$ cat src/rtl/wb_interconnect.sv
// Single-master pipelined Wishbone interconnect: bootrom / internal RAM / UART.
// Decodes each accepted strobe, routes cyc/stb to the addressed slave, muxes
// ack/stall/data back to the master, and turns unmapped accesses and silent
// slaves into a single-cycle bus error. One transaction outstanding at a time.
module wb_interconnect #(
  parameter int TIMEOUT_W = 8,
  parameter int TIMEOUT   = 255
) (
  input  logic        clk,
  input  logic        reset,
  input  logic        i_m_cyc,
  input  logic        i_m_stb,
  input  logic        i_m_we,
  input  logic [31:0] i_m_addr,
  input  logic [31:0] i_m_data,
  output logic [31:0] o_m_data,
  output logic        o_m_ack,
  output logic        o_m_err,
  output logic        o_m_stall,
  output logic [2:0]  o_s_cyc,
  output logic [2:0]  o_s_stb,
  output logic        o_s_we,
  output logic [31:0] o_s_addr,
  output logic [31:0] o_s_data,
  input  logic [95:0] i_s_data,
  input  logic [2:0]  i_s_ack,
  input  logic [2:0]  i_s_stall
);

  typedef enum logic [1:0] {
    IDLE = 2'd0,
    WAIT = 2'd1,
    ERR  = 2'd2
  } state_t;

  localparam logic [TIMEOUT_W-1:0] TIMER_LIM = TIMEOUT_W'(TIMEOUT);
  localparam logic [TIMEOUT_W-1:0] TIMER_MAX = {TIMEOUT_W{1'b1}};

  // Registered state
  state_t               state_q, state_d;
  logic [1:0]           sel_q, sel_d;
  logic [TIMEOUT_W-1:0] timer_q, timer_d;
  logic                 m_ack_q, m_ack_d;
  logic                 m_err_q, m_err_d;
  logic [31:0]          m_data_q, m_data_d;

  // Combinational decode / routing
  logic [2:0]  hit;
  logic [1:0]  hit_idx;
  logic        hit_any;
  logic [2:0]  sel_oh;
  logic        sel_ack;
  logic [31:0] sel_data;
  logic        req;
  logic        hit_stall;
  logic [2:0]  s_cyc;
  logic [2:0]  s_stb;
  logic        m_stall;

  // Upper bits of the UART data lane carry nothing; only [71:64] is meaningful.
  logic unused_sdata;
  assign unused_sdata = ^i_s_data[95:72];

  // Address decode of the current master address into a one-hot slave hit.
  always_comb begin
    hit     = 3'b000;
    hit[0]  = (i_m_addr[31:15] == 17'h16000);  // 0xb000_0000 .. 0xb000_7fff
    hit[1]  = (i_m_addr[31:15] == 17'h16001);  // 0xb000_8000 .. 0xb000_ffff
    hit[2]  = (i_m_addr[31:16] == 16'hc000);   // 0xc000_0000 .. 0xc000_ffff
    hit_any = |hit;
    hit_idx = 2'd0;
    if (hit[1]) hit_idx = 2'd1;
    if (hit[2]) hit_idx = 2'd2;
  end

  // Response mux for the slave latched at accept time.
  always_comb begin
    sel_oh   = 3'b001 << sel_q;
    sel_ack  = |(i_s_ack & sel_oh);
    sel_data = 32'h0;
    case (sel_q)
      2'd0:    sel_data = i_s_data[31:0];
      2'd1:    sel_data = i_s_data[63:32];
      2'd2:    sel_data = {24'h0, i_s_data[71:64]};
      default: sel_data = 32'h0;
    endcase
  end

  // Transaction FSM next-state logic and slave-side strobe routing.
  always_comb begin
    state_d   = state_q;
    sel_d     = sel_q;
    timer_d   = timer_q;
    m_ack_d   = 1'b0;
    m_err_d   = 1'b0;
    m_data_d  = m_data_q;
    s_cyc     = 3'b000;
    s_stb     = 3'b000;
    m_stall   = 1'b0;
    req       = i_m_cyc & i_m_stb;
    hit_stall = |(hit & i_s_stall);

    case (state_q)
      IDLE: begin
        if (req) begin
          if (hit_any) begin
            // Present the strobe to the addressed slave; its stall is the master's stall.
            s_cyc   = hit;
            s_stb   = hit;
            m_stall = hit_stall;
            if (!hit_stall) begin
              sel_d   = hit_idx;
              timer_d = '0;
              state_d = WAIT;
            end
          end else begin
            // Unmapped: nothing is strobed, the error pulses during the ERR cycle.
            m_err_d = 1'b1;
            state_d = ERR;
          end
        end
      end

      WAIT: begin
        // Keep cyc to the selected slave while the master holds its cycle,
        // and refuse further strobes until the response is delivered.
        m_stall = 1'b1;
        s_cyc   = sel_oh & {3{i_m_cyc}};
        if (!i_m_cyc) begin
          // Master abort wins over a coincident ack or timeout.
          state_d = IDLE;
        end else if (sel_ack) begin
          m_data_d = sel_data;
          m_ack_d  = 1'b1;
          state_d  = IDLE;
        end else if (timer_q == TIMER_LIM) begin
          m_err_d = 1'b1;
          state_d = IDLE;
        end else if (timer_q != TIMER_MAX) begin
          timer_d = timer_q + TIMEOUT_W'(1);
        end
      end

      ERR: begin
        m_stall = 1'b1;
        state_d = IDLE;
      end

      default: begin
        state_d = IDLE;
      end
    endcase
  end

  // State and response registers; reset drops any pending ack/err immediately.
  always_ff @(posedge clk or negedge reset) begin
    if (!reset) begin
      state_q  <= IDLE;
      sel_q    <= 2'd0;
      timer_q  <= '0;
      m_ack_q  <= 1'b0;
      m_err_q  <= 1'b0;
      m_data_q <= 32'h0;
    end else begin
      state_q  <= state_d;
      sel_q    <= sel_d;
      timer_q  <= timer_d;
      m_ack_q  <= m_ack_d;
      m_err_q  <= m_err_d;
      m_data_q <= m_data_d;
    end
  end

  // Master-facing outputs; strobe routing is forced low while reset is held.
  assign o_m_ack   = m_ack_q;
  assign o_m_err   = m_err_q;
  assign o_m_data  = m_data_q;
  assign o_m_stall = reset ? m_stall : 1'b0;
  assign o_s_cyc   = reset ? s_cyc : 3'b000;
  assign o_s_stb   = reset ? s_stb : 3'b000;

  // Broadcast pass-through to all slaves.
  assign o_s_we    = i_m_we;
  assign o_s_addr  = i_m_addr;
  assign o_s_data  = i_m_data;

endmodule

$ cat config.mk
export PLATFORM = sky130hd
export DESIGN_NAME = wb_interconnect
export DESIGN_NICKNAME = d
export VERILOG_FILES = /design/src/rtl/wb_interconnect.sv
export SDC_FILE = /design/constraint.sdc
export NUM_CORES = 1
export LEC_CHECK = 0
export BUFFER_PORTS_ARGS = -buffer_cell sky130_fd_sc_hd__buf_4
export CAP_MARGIN = 30
export CORE_AREA = 2 2 108 110
export DETAILED_ROUTE_END_ITERATION = 6
export DIE_AREA = 0 0 110 112
export PLACE_DENSITY_LB_ADDON = 0.2
export SYNTH_ARGS = -nofsm -noshare
export SYNTH_HDL_FRONTEND = slang
export SYNTH_SLANG_ARGS = --single-unit
$ cat constraint.sdc
create_clock -name clk -period 3.2 [get_ports clk]
set_input_delay 0.32 -clock clk [delete_from_list [all_inputs] [get_ports clk]]
set_output_delay 0.32 -clock clk [all_outputs]
set_load 0.02 [all_outputs]
==> summary.md <==
| Metric | Value |
|---|---|
| Run status | `finished, final reports clean` |
| # setup viols final | `0` |
| Post-CTS Setup Inserts | `0` |
| Setup crit end kind | `output port` |
| Critical path, cell by cell | `inv_1, ha_1, nand3_1, nor3_1, a32oi_1, nor2_1, buf_4` |
| Multi-input gate area | `1500 um2` |
| Vias in the first global route | `2636` |
| Synth async-reset ratio | `100%` |
| CTS Sinks | `46` |
| CTS clk-pin slew, worst paths | `0.07 ns` |
| Buf/Inv on CP | `2` |
| Fin nets | `611` |
| Avg Inst Size Synth | `9.27 um2` |
| Final hold vios | `0` |
| Drt first-iter violations | `~140` |
| Dpl cells | `572` |
| Final slew viol count | `0` |
| Router iterations before antenna repair | `4` |
| Chip width | `roughly 110 um` |
| Critical path's top delay family | `simple AND/OR/NAND/NOR gates` |
| FILL cells | `1141` |
| Cells after Synth | `350` |
| Worst slew margin | `59.8%` |
| Core Rows | `39` |
| Post-synthesis adder-cell area fraction | `1.54%` |
| Final Core Density | `37.7%` |
| CP max stage delay | `0.39 ns` |
| Pwr Total | `0.00133 W` |
| Startpoint types | `flip-flop` |
| Worst-skew pair later-pin latency | `0.28 ns` |
| P per Cell Area | `between 300 and 400 nW/um2` |
| GRT overflow | `0` |
| Post-synth top cells | `buf_4, dfrtp_1, nand2_1, mux2i_1, o31ai_1` |
| Global-route wire length before repair | `12800 um` |
| Largest net degree at the start of global routing | `66` |
| Core area | `11200 um2` |
| Finished Cell Area | `4220 um2` |
| Netlist Area Pre-Place | `3250 um2` |
| Critical path's slowest cell | `nor3_1` |
| Critical Path RT | `2.88 ns` |
| GRT Resource Usage Total | `13.1%` |
| H-Tree Depth | `2` |
| Combinational family with the most area after synthesis | `buffers and inverters` |
| Area Growth Syn to Fin | `29.9%` |
| Pin slew with the least headroom to its limit | `about 0.60 ns` |
| Syn Nets | `525` |
| Synth Register Bits | `46` |
| RSZ-0062 raised after global routing | `no` |
| Routed Wire Length | `between 8000 and 9000 um` |
| Io pins | `between 200 and 300` |
| Drt wl/cell | `about 15 um` |
| Cell taking the most area after synthesis | `dfrtp_1` |
| Leak | `1.96 nW` |
| MaxCap Viol Count | `0` |
| Min Tclk post-route | `2.39 ns` |
| Synth warnings | `0` |
| Vias per std cell | `slightly below 5` |
| Area share of the largest cell type after synthesis | `35.5%` |
| Antenna violations before repair | `0` |
| Most numerous cell in the Yosys netlist | `buf_4` |
| Die Y | `112 um` |
| Fmax | `419 MHz` |
| HP Class | `primary input to async pin` |
| Clock tree buffer depth | `2` |
| Proportion of synthesized area in mux cells | `about an eighth` |
| Sequential fraction of the synthesis area | `35.5%` |
| Max Fanout on Critical Path | `6` |
| Finished Layout Cells | `580` |
| Synth area leaders | `dfrtp_1, buf_4, mux2i_1` |
| Clock Skew | `0.00257 ns` |
| CTS root buffer | `clkbuf_16` |
| Simple-gate share of the synthesized area | `between 10% and 20%` |
| TritonCTS clock tree | `built` |
| Port Buf Inserts | `156` |
| Gp weighted congestion | `0.803` |
| Total CTS buffers | `5` |
| Cells resized by post-CTS repair | `0` |
| Layout cells sized above 1 | `43.0%` |
| Cts hold-fix bufs | `0` |
| Max VDD drop | `210 uV` |
| Final period utilization | `74.6%` |
| Post-DP Area | `4070 um2` |
| Vias | `~2.8k` |
| Post-DRT Antenna Nets | `0` |
| Die area | `roughly 12000 um2` |
| Number of diodes | `0` |
| Hpwl dp | `6330 um` |
| Total Neg Setup Slack | `0 ns` |
| Critical path class | `flip-flop to output port` |
| Number of synthesized flops with an enable pin | `0` |
| # DRC | `0` |
| Initial Utilization | `29.0%` |
| Xor-xnor portion of the synthesized cell area | `0%` |
| FF+latch area | `1150 um2` |
| Compound-gate portion of the synthesized area | `between 15 and 20%` |
| CP arrival | `just over 2 ns` |
| Yosys cell types | `50` |
| Commonest register cell after synthesis | `dfrtp_1` |
power by group:
group          switching, W  internal, W  total, W  leakage [nW]
Combinational      0.000101     0.000121  0.000222          1.26
Clock              0.000227     0.000289  0.000516        0.0698
Sequential       0.00000158     0.000585  0.000586         0.629
Total              0.000330     0.000995   0.00133          1.96
cells by family (layout without fill, tap and decap cells):
| kind of cell | Yosys count | after routing |
|---|---|---|
| adders and majority gates | 4 | 4 |
| muxes | 39 | 39 |
| DFF | 46 | 46 |
| AOI/OAI and AO/OA | 76 | 76 |
| buffers and inverters | 90 | 177 |
| and+or+nand+nor | 95 | 95 |
routing by layer:
metal	global-route usage, %	wire [um]
met1	16.6	3560
met2	21.1	3860
met3	3.40	869
met4	4.81	174
met5	0	0
state kept, by name, indices dropped and copies added (netlist names):
signal,cells
o_m_ack,1
state_q,2
sel_q,2
timer_q,8
o_m_err,1
o_m_data,32
through the flow:
stage,worst slack [ns],hold slack [ns]
finish,0.813,0.208
global route,0.643,0.269
CTS,0.830,0.240
detailed placement,0.990,0.468
global placement,1.01,0.463
floorplan,1.19,0.0244
cell usage in the layout, fill, tap and decap left out, types with 6 or more instances in the layout:
cell type,instances
dfrtp_1,45
buf_4,161
nor2_1,17
a21oi_1,11
nand2_1,38
inv_1,8
o21ai_0,14
mux2i_1,37
and3_1,6
o31ai_1,24
nand3_1,11
area by class of cell:
| type | instances | share of cell area, % |
|---|---|---|
| multi-input cells | 214 | 35.6 |
| repair buffers | 161 | 28.7 |
| flip-flops and latches | 46 | 27.3 |
| well taps | 143 | 4.24 |
| clock buffers | 5 | 2.97 |
| inverters | 8 | 0.712 |
| clock inverters | 3 | 0.505 |
path summary, 6_finish.rpt:
check,from,to,slack (ns),depth (start not counted)
worst min register to register,o_m_data[25]$_DFFE_PN0P_,o_m_data[25]$_DFFE_PN0P_,0.48,2
worst max-delay path,state_q[1]$_DFFE_PN0P_,o_s_cyc[1],0.81,7
min in group clk,i_s_data[38],o_m_data[6]$_DFFE_PN0P_,0.31,3
worst min-delay path,reset,sel_q[1]$_DFFE_PN0P_,0.21,2
max in group asynchronous,reset,sel_q[0]$_DFFE_PN0P_,2.57,2
worst max register to register,state_q[1]$_DFFE_PN0P_,timer_q[0]$_DFFE_PN0P_,0.99,6
worst register-to-register path, stage by stage (launching register included):
cell	delay, ns
dfrtp_1	0.38
inv_1	0.13
ha_1	0.52
o2111ai_2	0.33
nor2_2	0.38
nand2_1	0.18
o211ai_1	0.21
No activity file was read; power rests on OpenSTA's default activity.
